[src/rtl/lcd_cmd_host_if.sv]
// Command-path bundle between the upstream sequencer, the LCD command host and the LCD controller.
// The master modport is the host side; the slave modport is the environment (sequencer + controller).
interface lcd_cmd_host_if #(
    parameter int DEPTH = 8
);
    localparam int CW = $clog2(DEPTH) + 1;

    logic          push;
    logic [2:0]    push_cmd;
    logic          full;
    logic [CW-1:0] count;
    logic          overflow;
    logic          busy;
    logic          done;
    logic [2:0]    cmd;
    logic          cmd_valid;
    logic          finished;
    logic          timeout;

    modport master (
        input  push, push_cmd, busy, done,
        output full, count, overflow, cmd, cmd_valid, finished, timeout
    );

    modport slave (
        output push, push_cmd, busy, done,
        input  full, count, overflow, cmd, cmd_valid, finished, timeout
    );
endinterface

[src/rtl/lcd_cmd_host.sv]
// LCD controller command initiator: queues 3-bit image commands and strobes them out one at a time,
// then watches for write completion and latches finished or timeout until the next reset.
module lcd_cmd_host #(
    parameter int DEPTH   = 8,
    parameter int GAP     = 1,
    parameter int TIMEOUT = 128
) (
    input  logic           clk,
    input  logic           reset,
    lcd_cmd_host_if.master bus
);
    localparam int AW = (DEPTH > 1) ? $clog2(DEPTH) : 1;
    localparam int CW = $clog2(DEPTH) + 1;
    localparam int TW = $clog2(TIMEOUT + 1);
    localparam logic [CW-1:0] DEPTH_C  = CW'(DEPTH);
    localparam logic [2:0]    GAP_LAST = (GAP > 0) ? 3'(GAP - 1) : 3'd0;
    localparam bit            HAS_GAP  = (GAP > 0);
    localparam logic [TW-1:0] TO_LAST  = TW'(TIMEOUT - 1);

    typedef enum logic [2:0] {
        S_WAIT_READY = 3'd0,
        S_READY      = 3'd1,
        S_ISSUE      = 3'd2,
        S_GAP        = 3'd3,
        S_WAIT_DONE  = 3'd4,
        S_HALT       = 3'd5
    } state_t;

    state_t        state_q, state_d;
    logic [2:0]    mem_q [DEPTH];
    logic [AW-1:0] wr_ptr_q, wr_ptr_d;
    logic [AW-1:0] rd_ptr_q, rd_ptr_d;
    logic [CW-1:0] count_q, count_d;
    logic [2:0]    cmd_q, cmd_d;
    logic          cmd_valid_q, cmd_valid_d;
    logic          overflow_q, overflow_d;
    logic          finished_q, finished_d;
    logic          timeout_q, timeout_d;
    logic [2:0]    gap_cnt_q, gap_cnt_d;
    logic [TW-1:0] to_cnt_q, to_cnt_d;
    logic          pop_s;
    logic          push_ok_s;
    logic          empty_s;
    logic          full_s;

    assign empty_s = (count_q == {CW{1'b0}});
    assign full_s  = (count_q == DEPTH_C);

    // Sequencer: issue, gap spacing, write completion tracking.
    always_comb begin
        state_d     = state_q;
        pop_s       = 1'b0;
        cmd_d       = cmd_q;
        cmd_valid_d = 1'b0;
        finished_d  = finished_q;
        timeout_d   = timeout_q;
        gap_cnt_d   = gap_cnt_q;
        to_cnt_d    = to_cnt_q;
        case (state_q)
            S_WAIT_READY: begin
                if (!bus.busy) begin
                    state_d = S_READY;
                end else begin
                    state_d = S_WAIT_READY;
                end
            end
            S_READY: begin
                if (!empty_s && !bus.busy) begin
                    pop_s       = 1'b1;
                    cmd_d       = mem_q[rd_ptr_q];
                    cmd_valid_d = 1'b1;
                    state_d     = S_ISSUE;
                end else begin
                    state_d = S_READY;
                end
            end
            S_ISSUE: begin
                // The strobe cycle counts as cycle 0 of the completion window.
                if (cmd_q == 3'd0) begin
                    to_cnt_d = TW'(1);
                    state_d  = S_WAIT_DONE;
                end else if (HAS_GAP) begin
                    gap_cnt_d = 3'd0;
                    state_d   = S_GAP;
                end else begin
                    state_d = S_READY;
                end
            end
            S_GAP: begin
                if (gap_cnt_q == GAP_LAST) begin
                    state_d = S_READY;
                end else begin
                    gap_cnt_d = gap_cnt_q + 3'd1;
                end
            end
            S_WAIT_DONE: begin
                if (bus.done) begin
                    finished_d = 1'b1;
                    state_d    = S_HALT;
                end else if (to_cnt_q >= TO_LAST) begin
                    timeout_d = 1'b1;
                    state_d   = S_HALT;
                end else begin
                    to_cnt_d = to_cnt_q + TW'(1);
                end
            end
            S_HALT: begin
                state_d = S_HALT;
            end
            default: begin
                state_d = S_WAIT_READY;
            end
        endcase
    end

    // FIFO bookkeeping; a push into a full FIFO is accepted only when a pop frees a slot.
    always_comb begin
        push_ok_s  = bus.push && (!full_s || pop_s);
        overflow_d = overflow_q | (bus.push && full_s && !pop_s);
        wr_ptr_d   = push_ok_s ? (wr_ptr_q + AW'(1)) : wr_ptr_q;
        rd_ptr_d   = pop_s ? (rd_ptr_q + AW'(1)) : rd_ptr_q;
        case ({push_ok_s, pop_s})
            2'b10:   count_d = count_q + CW'(1);
            2'b01:   count_d = count_q - CW'(1);
            default: count_d = count_q;
        endcase
    end

    // Control and output registers.
    always_ff @(posedge clk or posedge reset) begin
        if (reset) begin
            state_q     <= S_WAIT_READY;
            wr_ptr_q    <= {AW{1'b0}};
            rd_ptr_q    <= {AW{1'b0}};
            count_q     <= {CW{1'b0}};
            cmd_q       <= 3'd0;
            cmd_valid_q <= 1'b0;
            overflow_q  <= 1'b0;
            finished_q  <= 1'b0;
            timeout_q   <= 1'b0;
            gap_cnt_q   <= 3'd0;
            to_cnt_q    <= {TW{1'b0}};
        end else begin
            state_q     <= state_d;
            wr_ptr_q    <= wr_ptr_d;
            rd_ptr_q    <= rd_ptr_d;
            count_q     <= count_d;
            cmd_q       <= cmd_d;
            cmd_valid_q <= cmd_valid_d;
            overflow_q  <= overflow_d;
            finished_q  <= finished_d;
            timeout_q   <= timeout_d;
            gap_cnt_q   <= gap_cnt_d;
            to_cnt_q    <= to_cnt_d;
        end
    end

    // FIFO storage.
    always_ff @(posedge clk or posedge reset) begin
        if (reset) begin
            for (int i = 0; i < DEPTH; i++) begin
                mem_q[i] <= 3'd0;
            end
        end else if (push_ok_s) begin
            mem_q[wr_ptr_q] <= bus.push_cmd;
        end
    end

    assign bus.full      = full_s;
    assign bus.count     = count_q;
    assign bus.overflow  = overflow_q;
    assign bus.cmd       = cmd_q;
    assign bus.cmd_valid = cmd_valid_q;
    assign bus.finished  = finished_q;
    assign bus.timeout   = timeout_q;
endmodule

[src/flat_wrapper.sv]
// flat-port wrapper written by rule: the top's interface ports become plain ports
module lcd_cmd_host_flat 
#(
    parameter int DEPTH   = 8,
    parameter int GAP     = 1,
    parameter int TIMEOUT = 128
)
  (clk, reset, bus_push, bus_push_cmd, bus_busy, bus_done, bus_full, bus_count, bus_overflow, bus_cmd, bus_cmd_valid, bus_finished, bus_timeout);
  lcd_cmd_host_if #(.DEPTH(DEPTH)) bus_i ();
  input  logic clk;
  input  logic reset;
  input wire logic [$bits(bus_i.push)-1:0] bus_push;
  input wire logic [$bits(bus_i.push_cmd)-1:0] bus_push_cmd;
  input wire logic [$bits(bus_i.busy)-1:0] bus_busy;
  input wire logic [$bits(bus_i.done)-1:0] bus_done;
  output wire logic [$bits(bus_i.full)-1:0] bus_full;
  output wire logic [$bits(bus_i.count)-1:0] bus_count;
  output wire logic [$bits(bus_i.overflow)-1:0] bus_overflow;
  output wire logic [$bits(bus_i.cmd)-1:0] bus_cmd;
  output wire logic [$bits(bus_i.cmd_valid)-1:0] bus_cmd_valid;
  output wire logic [$bits(bus_i.finished)-1:0] bus_finished;
  output wire logic [$bits(bus_i.timeout)-1:0] bus_timeout;
  assign bus_i.push = bus_push;
  assign bus_i.push_cmd = bus_push_cmd;
  assign bus_i.busy = bus_busy;
  assign bus_i.done = bus_done;
  assign bus_full = bus_i.full;
  assign bus_count = bus_i.count;
  assign bus_overflow = bus_i.overflow;
  assign bus_cmd = bus_i.cmd;
  assign bus_cmd_valid = bus_i.cmd_valid;
  assign bus_finished = bus_i.finished;
  assign bus_timeout = bus_i.timeout;
  lcd_cmd_host #(.DEPTH(DEPTH), .GAP(GAP), .TIMEOUT(TIMEOUT)) u_core (.clk(clk), .reset(reset), .bus(bus_i));
endmodule
[config.mk]
export PLATFORM = sky130hd
export DESIGN_NAME = lcd_cmd_host_flat
export DESIGN_NICKNAME = d
export VERILOG_FILES = /design/src/rtl/lcd_cmd_host_if.sv /design/src/rtl/lcd_cmd_host.sv /design/src/flat_wrapper.sv
export SDC_FILE = /design/constraint.sdc
export NUM_CORES = 1
export LEC_CHECK = 0
export ABC_AREA = 0
export ABC_CLOCK_PERIOD_IN_PS = 3180
export CORE_MARGIN = 2
export CORE_UTILIZATION = 40
export CTS_CLUSTER_DIAMETER = 60
export CTS_CLUSTER_SIZE = 8
export DETAILED_ROUTE_END_ITERATION = 10
export GPL_ROUTABILITY_DRIVEN = 0
export GPL_TIMING_DRIVEN = 0
export PLACE_DENSITY_LB_ADDON = 0.25
export SLEW_MARGIN = 25
export SYNTH_ARGS = -nofsm -noshare
export SYNTH_HDL_FRONTEND = slang
export SYNTH_SLANG_ARGS = --single-unit
[constraint.sdc]
create_clock -name clk -period 3.18 [get_ports clk]
set_clock_uncertainty 0.1 [all_clocks]
set_input_delay 0.636 -clock clk [delete_from_list [all_inputs] [get_ports clk]]
set_output_delay 0.636 -clock clk [all_outputs]
set_load 0.005 [all_outputs]
Word level (Yosys, flattened, before mapping):

Index checks and enable logic that the tools add are counted.

* output and inout port bits: 12
* register bits after elaboration: 55

* reduce and logical (&&, ||, !) cells: 23
* equal/unequal tests: 15
* add/sub/neg operators: 6
* multiplexer cells: 23
* bitwise operators: 4
* order comparisons: 4

Operators with widths (count)
* two-way mux 3 bit: 9
* bitwise mux 24 bit: 1
* two-way mux 8 bit: 3
* one-hot mux 3 bit (6 select lines): 1
* one-hot mux 8 bit (2 select lines): 1
* adder 3 x 1 -> 3 bit, second input constant: 3
* binary-select mux 3 bit (select 3 bit): 1
* demux 3 bit (select 3 bit): 1
* zero test 3 bit: 3
* adder 8 x 1 -> 8 bit, second input constant: 1
* greater-or-equal comparator 4 bit, second input constant: 2
* greater-or-equal comparator 8 x 7 -> 1 bit, second input constant: 1
* != test 2 bit, second input constant: 4
* inverter 3 -> 4 bit: 2
* one-hot mux 4 bit (2 select lines): 1
* == test 3 x 2 -> 1 bit, second input constant: 2
* == test 3 bit, second input constant: 2
* one-hot mux 3 bit (2 select lines): 1
* AND reduction 2 bit: 3
* AND reduction 3 bit: 2
* nonzero test 2 bit: 3
* logical AND 1 bit: 5
* adder 4 x 1 -> 4 bit, second input constant: 1
* == test 4 bit, second input constant: 1
* other kinds (15): 21

Logic depth before layout (Yosys ltp):

Gate-level depths: netlist of the first run.

* depth in word-level cells: 9
* depth in mapped cells: 10
* mapped depth without buffers: 10

Least setup slack after synthesis of the first run:

OpenSTA, ideal clock, no wires.

* kind: flip-flop to flip-flop
* start point: reg u_core.count_q[1], in the netlist u_core.bus.count[1]
* end point: reg u_core.count_q[2], in the netlist u_core.bus.count[2]
* buffers on the path: 1
* path slack: 0.606 ns
* arrival: 2.345 ns
* data required time: 2.951 ns
* stages on the path, launching flop included: 11
* clock period less this slack: 2.574 ns
* setup time: 0.129 ns
* path through: dfrtp_1 clkbuf_2 or4b_4 o21ai_2 ha_1 xor2_1 ha_1 a21oi_1 xor2_1 nor2_1 xor2_1

* cells in the longest elaborated chain, start to end: 9
* elaborated cells between the ends (all ways): 15
* those cells by class: add/sub: 2; eq/ne: 3; mux: 3; reduce/logical: 7

RTL lines
* start: declaration: RTL line lcd_cmd_host.sv:33 `logic [CW-1:0] count_q, count_d;`
* start signal: assignment: RTL line lcd_cmd_host.sv:135 `count_q <= {CW{1'b0}};`
* start signal: assignment: RTL line lcd_cmd_host.sv:147 `count_q <= count_d;`
* zero test 4 bit: RTL line lcd_cmd_host.sv:46 `assign empty_s = (count_q == {CW{1'b0}});`
* zero test 1 bit: RTL line lcd_cmd_host.sv:68 `if (!empty_s && !bus.busy) begin`
* logical AND 1 bit: RTL line lcd_cmd_host.sv:68
* two-way mux 1 bit: RTL line lcd_cmd_host.sv:68
* two-way mux 1 bit: RTL line lcd_cmd_host.sv:59 `case (state_q)`
* logical OR 1 bit: RTL line lcd_cmd_host.sv:118 `push_ok_s = bus.push && (!full_s || pop_s);`
* logical AND 1 bit: RTL line lcd_cmd_host.sv:118
* == test 2 x 1 -> 1 bit / == test 2 bit (equally long branches): RTL line lcd_cmd_host.sv:122 `case ({push_ok_s, pop_s})`
* one-hot mux 4 bit (2 select lines) / nonzero test 2 bit (equally long branches)

Parallel ways exist; a longest one is shown, timed or not.
A chain may end at the register's enable or synchronous reset.

Worst setup path in the final report of the first run:

* start point: in bus_busy
* end point: reg u_core.count_q[2], in the netlist u_core.bus.count[2]

* cells in the longest elaborated chain, start to end: 8
* elaborated cells between the ends (all ways): 10
* those cells by class: eq/ne: 2; mux: 3; reduce/logical: 5

RTL lines
* start: declaration: RTL line flat_wrapper.sv:14 `input wire logic [$bits(bus_i.busy)-1:0] bus_busy;`
* zero test 1 bit *
* logical AND 1 bit *: RTL line lcd_cmd_host.sv:68
* two-way mux 1 bit * (2 in a row)
* named net u_core.cmd_valid_d: RTL line lcd_cmd_host.sv:35 `logic cmd_valid_q, cmd_valid_d;`
* logical OR 1 bit: RTL line lcd_cmd_host.sv:118
* logical AND 1 bit: RTL line lcd_cmd_host.sv:118
* == test 2 x 1 -> 1 bit / == test 2 bit (equally long branches): RTL line lcd_cmd_host.sv:122
* one-hot mux 4 bit (2 select lines) / nonzero test 2 bit (equally long branches)

Mark *: on every way through the listed nets, which the timed path passes. The rest lies on a longest branch.

==> reports/results.txt, run 1 <==
Core area: 6420 um^2
Maximum VDD drop: 0.453 mV
Worst Hold Slack: 0.369 ns
Syn nets: 229
# rows: 29
Slew @ Worst Pin: 0.654 ns
Initial drt markers: 103
Setup violators final: 0
Main synth FF type: dfrtp_1
Placed cell count: 310
IO Port Bufs: 19
Sequential-to-total area share from yosys stat: 51.4%
Die area: 7360 um^2
Mapped Cells: 213
Largest net degree at the start of global routing: 48
Final Hold Fails: 0
Clk slew on worst S/H paths: 0.09 ns
CTS tree: yes
# clock sinks: 55
Synth Register Bits: 55
Vias: 1,681
PD cells: 871 nW/um^2
MaxCap Viol Count: 0
Slowest CP cell: clkdlybuf4s50_1
Delay-heaviest family, CP: buffers and inverters
Postcts setup bufs: 0
Fmax: 356 MHz
Total track usage: 13.8%
Vias per inst: 5.30
Worst path cell trace: clkdlybuf4s50_1, nor4b_4, o41ai_1, inv_1, ha_1, xor2_1, ha_1, a21oi_1, xor2_1, nor2_1, xor2_1
Synth-to-layout area growth: 15.1%
Worst-path fanout max: 5
Total wire length: 4.72 mm
Pins Over Slew Limit: 0
Clk buf depth: 2
LEAKAGE: 1.34 nW
Wire per inst: 14.9 um
Setup_tns: 0 ns
Status: finished, final reports clean
Fraction of layout cells with a size suffix above 1: 22.5%
Commonest cells after routing, fill and taps aside: dfrtp_1, mux2_2, clkdlybuf4s50_1
Number of synthesized flops with an enable pin: 0
Fin crit share: 88.2%
CTS Root Cell: clkbuf_8
NumNets Final: 256
Crit Path Class: input pin to flip-flop
Max stage delay on crit path: 0.46 ns
First-pass GRT wire length: 7.99 mm
WP data arrival: 2.88 ns
Clock insertion delay at the later pin of the skew report: 0.30 ns
DRT antenna net count: 0
Worst hold path class: flip-flop to flip-flop
Post-CTS sizing: 0
Antenna violations before repair: 0
Post-synth ARST share: 100%
Required @ worst endpoint: 3.26 ns
Relative slew slack: 56.1%
Cell Area, Synth: 2680 um^2
Commonest non-fill, non-tap cell in the layout: dfrtp_1
Unrepaired setup endpoints after global routing: no
Die Y: 85.8 um
Fin cells: 317
Vias in the first global route: 1,628
H-Tree Depth: 2
Num CTS Buffers: 5
GRT overflow: 0
DP HPWL: 3.43 mm
Period minus WS final: 2.81 ns
# DRC: 0
Post-synth cell types: 46
Boundary Pins: 20
Sequential cell area: 1380 um^2
Syn Area/Cell: 12.6 um^2
Yosys warnings: 0
Initial core utilization: 41.7%
Critical Path Source Type: input pin
Final core occ: 48.0%
# diodes: 0
Number of buffers inserted by hold repair at cts: 0
Critical path's most frequent cell: xor2_1
Pre-antenna DRT Iters: 6
Critical path endpoint category: flip-flop
Die width: 85.8 um
Area of the multi-input gates: 1240 um^2
FILL cells: 577
Buf+Inv Stages, Crit Path: 2
-- final cells by class --
type	count	share of cell area, %
plain buffers	6	0.893
clock buffers	6	2.68
clock inverters	1	0.162
inverters	8	1.06
multi-input cells	144	40.4
flip-flops and latches	55	44.7
well taps	77	3.13
repair buffers	20	7.06
-- state kept, by name, summed over array words and instances (netlist names), 3 cells and up --
| signal | cells |
|---|---|
| u_core.bus.count | 4 |
| u_core.wr_ptr_q | 3 |
| u_core.bus.cmd | 3 |
| u_core.rd_ptr_q | 3 |
| u_core.gap_cnt_q | 3 |
| u_core.mem_q | 24 |
| u_core.state_q | 3 |
| u_core.to_cnt_q | 8 |
-- power by group --
part           leakage [nW]  internal (W)  switching, W
Sequential            0.678      0.000991      0.000247
Clock                0.0470      0.000171      0.000205
Combinational         0.614      0.000629      0.000440
Total                  1.34       0.00179      0.000892
-- Yosys cell counts (2+ instances only) --
library cell,number,area [um^2]
inv_1,8,30.0
or4b_4,2,27.5
nor3_1,6,30.0
a21oi_1,6,30.0
nand2b_1,3,18.8
a221o_1,2,20.0
o21ai_0,7,35.0
and3_1,4,25.0
or3_1,3,18.8
xnor2_1,6,52.6
mux2i_1,4,40.0
nand3_1,2,10.0
mux4_2,6,135
ha_1,8,100
mux2_2,28,315
nor2b_1,2,12.5
clkbuf_1,3,11.3
nand2_1,17,63.8
dfrtp_1,55,1380
nor2_1,11,41.3
or4_1,2,15.0
xor2_1,4,35.0
-- cell families (layout without fill, tap and decap cells) --
logic type | after synthesis | count (layout) | synth area share [%]
AOI/OAI and AO/OA | 27 | 27 | 7.34
xor gates and xnor gates | 10 | 10 | 3.27
adders and majority gates | 8 | 8 | 3.74
buffers and inverters | 14 | 41 | 2.15
DFF | 55 | 55 | 51.4
muxes | 38 | 38 | 18.3
and+or+nand+nor | 61 | 61 | 13.8
-- worst paths after layout --
kind,start,to,slack (ns),cells after the start
hold / removal,u_core.bus.finished,u_core.bus.finished,0.37,1
setup / recovery,bus_busy,u_core.bus.count[2],0.37,11
min in group asynchronous,reset,u_core.bus.finished,0.47,2
max in group asynchronous,reset,u_core.mem_q[9],2.06,3
hold reg to reg,u_core.bus.finished,u_core.bus.finished,0.37,1
setup reg to reg,u_core.bus.count[1],u_core.bus.count[2],0.38,10
-- layer usage --
layer  track usage, %  vias to the layer above  part of all wire (%)
li1                 -                      826                     -
met1             19.1                      832                    50
met2             21.7                       19                    46
met3             2.98                        4                   2.5
met4             4.76                        0                   1.0
met5                0                        -                     0
-- worst register-to-register path, delay by kind of cell (launching register included) --
family	cells	cell delay (ns)
AOI/OAI and AO/OA	2	0.50
xor gates and xnor gates	3	0.40
adders and majority gates	2	0.53
buffers and inverters	1	0.17
DFF	1	0.38
and+or+nand+nor	2	0.61
-- per-stage QoR --
step	total power (W)	area [um^2]	setup slack (ns)
after floorplan	0.00199	2680	0.606
after global placement	0.00231	2960	-0.00336
after detailed placement	0.00234	2990	0.0594
after CTS	0.00273	3080	0.375
after global routing	0.00290	3080	0.169
final	0.00268	3080	0.374
Power figures use the tool's default switching activity.
==> run 2: changes to the inputs <==
--- a/config.mk
+++ b/config.mk
@@ -8,7 +8,7 @@
 export ABC_AREA = 0
 export ABC_CLOCK_PERIOD_IN_PS = 3180
 export CORE_MARGIN = 2
-export CORE_UTILIZATION = 40
+export CORE_UTILIZATION = 58
 export CTS_CLUSTER_DIAMETER = 60
 export CTS_CLUSTER_SIZE = 8
 export DETAILED_ROUTE_END_ITERATION = 10
==> run 2 against run 1 <==
Combinational power about the same. Sequential power hardly changed. Sequential share of layout area grew 0.40 points. Utilization increased by 21 points. Non-clock buffer count fell by 1. Register-to-register slack better by 0.02 ns. Worst hold slack hardly changed. Setup slack better by 0.024 ns. Cell area shrank 0.89%. Cell count shrank 7.9%. Critical path depth fell by 1.
==> reports/results.txt, run 2 (same netlist as run 1, synthesis figures left out) <==
Status: finished, final reports clean
Slew @ Worst Pin: 0.657 ns (+0.00302 ns)
Relative slew slack: 56.2% (+0.13 points)
Initial drt markers: 69 (-33%)
Die Y: 71.9 um (-16%)
Setup_tns: 0 ns (unchanged)
Core area: 4410 um^2 (-31%)
Setup violators final: 0 (unchanged)
Total track usage: 20.4% (+6.6 points)
Max stage delay on crit path: 0.55 ns (+0.09 ns)
Commonest non-fill, non-tap cell in the layout: dfrtp_1
WP data arrival: 2.88 ns (about the same)
Placed cell count: 284 (-8.4%)
# rows: 24 (-17%)
Clock Power Share: 17.5% (+3.5 points)
Antenna violations before repair: 0 (unchanged)
Fin crit share: 87.5% (-0.77 points)
Number of buffers inserted by hold repair at cts: 0 (unchanged)
Clk slew on worst S/H paths: 0.10 ns (about the same)
# clock sinks: 55 (unchanged)
P_int: 0.00186 W (+3.9%)
CTS Root Cell: clkbuf_8
Clk buf depth: 2 (unchanged)
CTS tree: yes
Worst path cell trace: clkbuf_2, or4b_4, o21ai_2, ha_1, xor2_1, ha_1, a21oi_1, xor2_1, nor2_1, xor2_1
Post-CTS sizing: 0 (unchanged)
Combinational share of power: 38.6% (-1.2 points)
GRT overflow: 0 (unchanged)
Commonest cells after routing, fill and taps aside: dfrtp_1, mux2_2, clkdlybuf4s50_1
Pre-antenna DRT Iters: 4 (-2)
NumNets Final: 255 (-0.39%)
Crit Path Class: flip-flop to flip-flop
Boundary Pins: 20 (unchanged)
# DRC: 0 (unchanged)
Vias per inst: 5.90 (+11%)
Worst-path fanout max: 9 (+4)
DRT antenna net count: 0 (unchanged)
Fin cells: 292 (-7.9%)
Vias in the first global route: 1,686 (+3.6%)
H-Tree Depth: 2 (unchanged)
Initial core utilization: 60.7% (+19 points)
Synth-to-layout area growth: 14.1%
Critical path's most frequent cell: xor2_1
Postcts setup bufs: 0 (unchanged)
Maximum VDD drop: 0.574 mV (+27%)
PD cells: 918 nW/um^2 (+5.5%)
Fraction of layout cells with a size suffix above 1: 22.5% (unchanged)
Slowest CP cell: or4b_4
Max reg flops: 24 (unchanged)
Final Hold Fails: 0 (unchanged)
Worst hold path class: flip-flop to flip-flop
Top reg by flops: u_core.mem_q
Worst Hold Slack: 0.369 ns (-0.0000740 ns)
Largest net degree at the start of global routing: 56 (+17%)
MaxCap Viol Count: 0 (unchanged)
Sw frac: 33.7% (+0.43 points)
# diodes: 0 (unchanged)
LEAKAGE: 1.34 nW (about the same)
Fmax: 360 MHz (+0.88%)
Unrepaired setup endpoints after global routing: no
Pins Over Slew Limit: 0 (unchanged)
Required @ worst endpoint: 3.28 ns (+0.02 ns)
Num CTS Buffers: 5 (unchanged)
Die area: 5180 um^2 (-30%)
Die width: 71.9 um (-16%)
Wire per inst: 16.0 um (+7.8%)
Sequential Power Share: 43.9% (-2.2 points)
Period minus WS final: 2.78 ns (-0.0244 ns)
Sw Pwr: 0.000945 W (+5.9%)
DP HPWL: 3.25 mm (-5.4%)
Clock insertion delay at the later pin of the skew report: 0.31 ns (about the same)
IO Port Bufs: 19 (unchanged)
Vias: 1,723 (+2.5%)
Total wire length: 4.68 mm (-0.66%)
First-pass GRT wire length: 8.07 mm (+0.95%)
Critical Path Source Type: flip-flop
Critical path endpoint category: flip-flop
-- run 2: changes by cell type in the layout (fill, tap and decap cells not counted), sizes merged --
cell | before | now
inv | 8 | 10
buf | 3 | 2
bufinv | 0 | 1
clkbuf | 10 | 9
clkinv | 1 | 0
-- run 2: area by class of cell --
class | count | area, um^2
Buffer | 6 | 27.5
Clock buffer | 5 | 68.8
Clock inverter | 3 | 50.0
Fill cell | 334 | 1360
Inverter | 8 | 32.5
Multi-Input combinational cell | 144 | 1240
Sequential cell | 55 | 1380
Tap cell | 52 | 65.1
Timing Repair Buffer | 19 | 190
-- run 2: worst paths after layout --
path,startpoint,to,slack (ns),depth (start not counted)
worst max-delay path,u_core.bus.count[1],u_core.bus.count[2],0.40,10
worst min-delay path,u_core.bus.overflow,u_core.bus.overflow,0.37,1
worst max register to register,u_core.bus.count[1],u_core.bus.count[2],0.40,10
worst min register to register,u_core.bus.overflow,u_core.bus.overflow,0.37,1
max in group asynchronous,reset,u_core.wr_ptr_q[0],1.88,2
min in group asynchronous,reset,u_core.bus.cmd_valid,0.66,2
-- run 2: layer usage --
metal  up-vias  routed length, um  GRT usage (%)
li1        823                  -              -
met5         -                  0              0
met3         5                135           4.58
met4         0                 44           5.03
met2        27               2450           35.2
met1       868               2050           26.6
-- run 2: per-stage QoR --
step | util (%) | power (W) | setup slack [ns] | cell area (um^2)
after global routing | 69.2 | 0.00302 | 0.222 | 3050
after CTS | 69.2 | 0.00283 | 0.388 | 3050
after detailed placement | 66.5 | 0.00233 | 0.0460 | 2940
after global placement | 66.4 | 0.00228 | 0.0907 | 2930
after floorplan | - | 0.00199 | 0.606 | 2680
final | 69.2 | 0.00281 | 0.399 | 3050
-- run 2: worst max-delay path: cells and delay by family, from the launching register on --
| family | cells | cell delay, ns |
|---|---|---|
| xor gates and xnor gates | 3 | 0.40 |
| DFF | 1 | 0.39 |
| AOI/OAI and AO/OA | 2 | 0.51 |
| and+or+nand+nor | 2 | 0.61 |
| buffers and inverters | 1 | 0.16 |
| adders and majority gates | 2 | 0.51 |
-- run 2: power by group through the flow --
stage                     Clock (W)  Sequential, W  Combinational, W
after floorplan                   0        0.00119          0.000797
after global placement            0        0.00123           0.00105
after detailed placement          0        0.00124           0.00109
after CTS                  0.000497        0.00123           0.00110
after global routing       0.000523        0.00128           0.00121
final                      0.000491        0.00123           0.00108
==> run 3: changes to the inputs <==
--- a/config.mk
+++ b/config.mk
@@ -8,7 +8,8 @@
 export ABC_AREA = 0
 export ABC_CLOCK_PERIOD_IN_PS = 3180
 export CORE_MARGIN = 2
-export CORE_UTILIZATION = 58
+export CORE_UTILIZATION = 38
+export CTS_BUF_LIST = sky130_fd_sc_hd__clkbuf_8
 export CTS_CLUSTER_DIAMETER = 60
 export CTS_CLUSTER_SIZE = 8
 export DETAILED_ROUTE_END_ITERATION = 10
==> run 3 against run 2 <==
Sequential share of layout area down 1.4 points. Fmax up 0.35%. Power up 1.5%. Cell area up 3.3%. Die area up 49%. Register-to-register slack about the same. First-iteration DRC count down 14%. Critical path depth unchanged. Combinational power about the same. Cell count up 15%. Non-clock buffer count up 1. Sequential power about the same.
==> reports/results.txt, run 3 (same netlist as run 1, synthesis figures left out) <==
Reg2Reg Depth: 10 (unchanged)
CTS Root Cell: clkbuf_8
Global Route met3 Usage: 2.92% (-1.7 points)
# DRC: 0 (unchanged)
Maximum VDD drop: 0.403 mV (-30%)
Initial core utilization: 39.4% (-21 points)
Total wire length: 4.84 mm (+3.2%)
Setup WS pre-CTS: 0.0625 ns (+0.0165 ns)
Commonest non-fill, non-tap cell in the layout: dfrtp_1
Die area: 7730 um^2 (+49%)
Core area: 6790 um^2 (+54%)
Largest net degree at the start of global routing: 44 (-21%)
Die width: 87.9 um (+22%)
Num CTS Buffers: 5 (unchanged)
LEAKAGE: 1.36 nW (+1.2%)
Die Y: 87.9 um (+22%)
Critical path endpoint category: flip-flop
Post-CTS sizing: 0 (unchanged)
Pins Over Slew Limit: 0 (unchanged)
Worst-path fanout max: 9 (unchanged)
M1 GR Usage: 19.1% (-7.5 points)
Final core occ: 46.4% (-23 points)
R2r setup slk: 0.41 ns (about the same)
# diodes: 0 (unchanged)
PD cells: 903 nW/um^2 (-1.7%)
Crit Path Class: flip-flop to flip-flop
Synth-to-layout area growth: 17.8%
Final Hold Fails: 0 (unchanged)
Period minus WS final: 2.77 ns (-0.00978 ns)
Clock insertion delay at the later pin of the skew report: 0.32 ns (about the same)
Clk buf depth: 2 (unchanged)
Vias per inst: 5.00 (-15%)
GRT overflow: 0 (unchanged)
Total track usage: 13.9% (-6.5 points)
NumNets Final: 256 (+0.39%)
CTS tree: yes
Fmax: 361 MHz (+0.35%)
Max reg flops: 24 (unchanged)
Unrepaired setup endpoints after global routing: no
Required @ worst endpoint: 3.28 ns (about the same)
Vias in the first global route: 1,651 (-2.1%)
MaxCap Viol Count: 0 (unchanged)
Placed cell count: 329 (+16%)
DP HPWL: 3.47 mm (+6.8%)
Global routing's busiest layer: met2
Fraction of layout cells with a size suffix above 1: 22.8% (+0.32 points)
WP data arrival: 2.87 ns (about the same)
Worst Hold Slack: 0.363 ns (-0.00563 ns)
Worst hold path class: flip-flop to flip-flop
# rows: 30 (+25%)
Relative slew slack: 58.0% (+1.8 points)
Commonest cells after routing, fill and taps aside: dfrtp_1, mux2_2, clkdlybuf4s50_1
Wire per inst: 14.4 um (-11%)
Hold Crit Depth: 1 (unchanged)
Boundary Pins: 20 (unchanged)
Cell Area, Placed: 3020 um^2 (+2.8%)
GRT met2 Usage: 21.6% (-14 points)
Setup violators final: 0 (unchanged)
Clk slew on worst S/H paths: 0.10 ns (about the same)
First-pass GRT wire length: 8.18 mm (+1.5%)
DRT antenna net count: 0 (unchanged)
Slew @ Worst Pin: 0.625 ns (-0.0314 ns)
Fin cells: 337 (+15%)
Fin crit share: 87.2% (-0.31 points)
Vias: 1,686 (-2.1%)
Critical Path Source Type: flip-flop
IO Port Bufs: 19 (unchanged)
Final worst setup slack: 0.408 ns (+0.00978 ns)
Status: finished, final reports clean
Top reg by flops: u_core.mem_q
Pre-antenna DRT Iters: 4 (unchanged)
Postcts setup bufs: 0 (unchanged)
H-Tree Depth: 2 (unchanged)
Finished Cell Area: 3150 um^2 (+3.3%)
Antenna violations before repair: 0 (unchanged)
# clock sinks: 55 (unchanged)
Number of buffers inserted by hold repair at cts: 0 (unchanged)
Initial drt markers: 59 (-14%)
run 3: power by group:
part	switching (W)	total (W)	internal, W	leakage, nW
clock network	0.000234	0.000548	0.000314	0.0644
registers	0.000247	0.00124	0.000990	0.678
logic	0.000435	0.00106	0.000628	0.614
run 3: area by class of cell:
cell class                      count  area [um^2]
Fill cell                         626         3640
Clock inverter                      3         67.6
Tap cell                           96          120
Clock buffer                        5         68.8
Timing Repair Buffer               20          218
Multi-Input combinational cell    144         1240
Sequential cell                    55         1380
Inverter                            8         32.5
Buffer                              6         27.5
run 3: critical path: stages (launching register included):
cell and delay, ns:
dfrtp_1 0.39, clkbuf_2 0.17, or4b_4 0.55, o21ai_2 0.35, ha_1 0.32, xor2_1 0.10, ha_1 0.18, a21oi_1 0.14
xor2_1 0.16, nor2_1 0.06, xor2_1 0.14
run 3: worst paths after layout:
kind	startpoint	to
worst max register to register	u_core.bus.count[1]	u_core.bus.count[2]
worst min register to register	u_core.bus.overflow	u_core.bus.overflow
min in group asynchronous	reset	u_core.mem_q[12]
max in group asynchronous	reset	u_core.gap_cnt_q[2]
worst min-delay path	u_core.bus.overflow	u_core.bus.overflow
worst max-delay path	u_core.bus.count[1]	u_core.bus.count[2]
run 3: per-stage QoR:
step / setup TNS, ns / power [W]
2_1_floorplan: 0 / 0.00199
3_3_place_gp: -0.915 / 0.00230
3_5_place_dp: 0 / 0.00233
4_1_cts: 0 / 0.00289
5_1_grt: 0 / 0.00308
6_report: 0 / 0.00285
run 3: layer usage:
layer  wire length, um  vias up
met5                 0        -
met4                97        0
met3               103        9
met2              2330       20
met1              2310      827
li1                  -      830
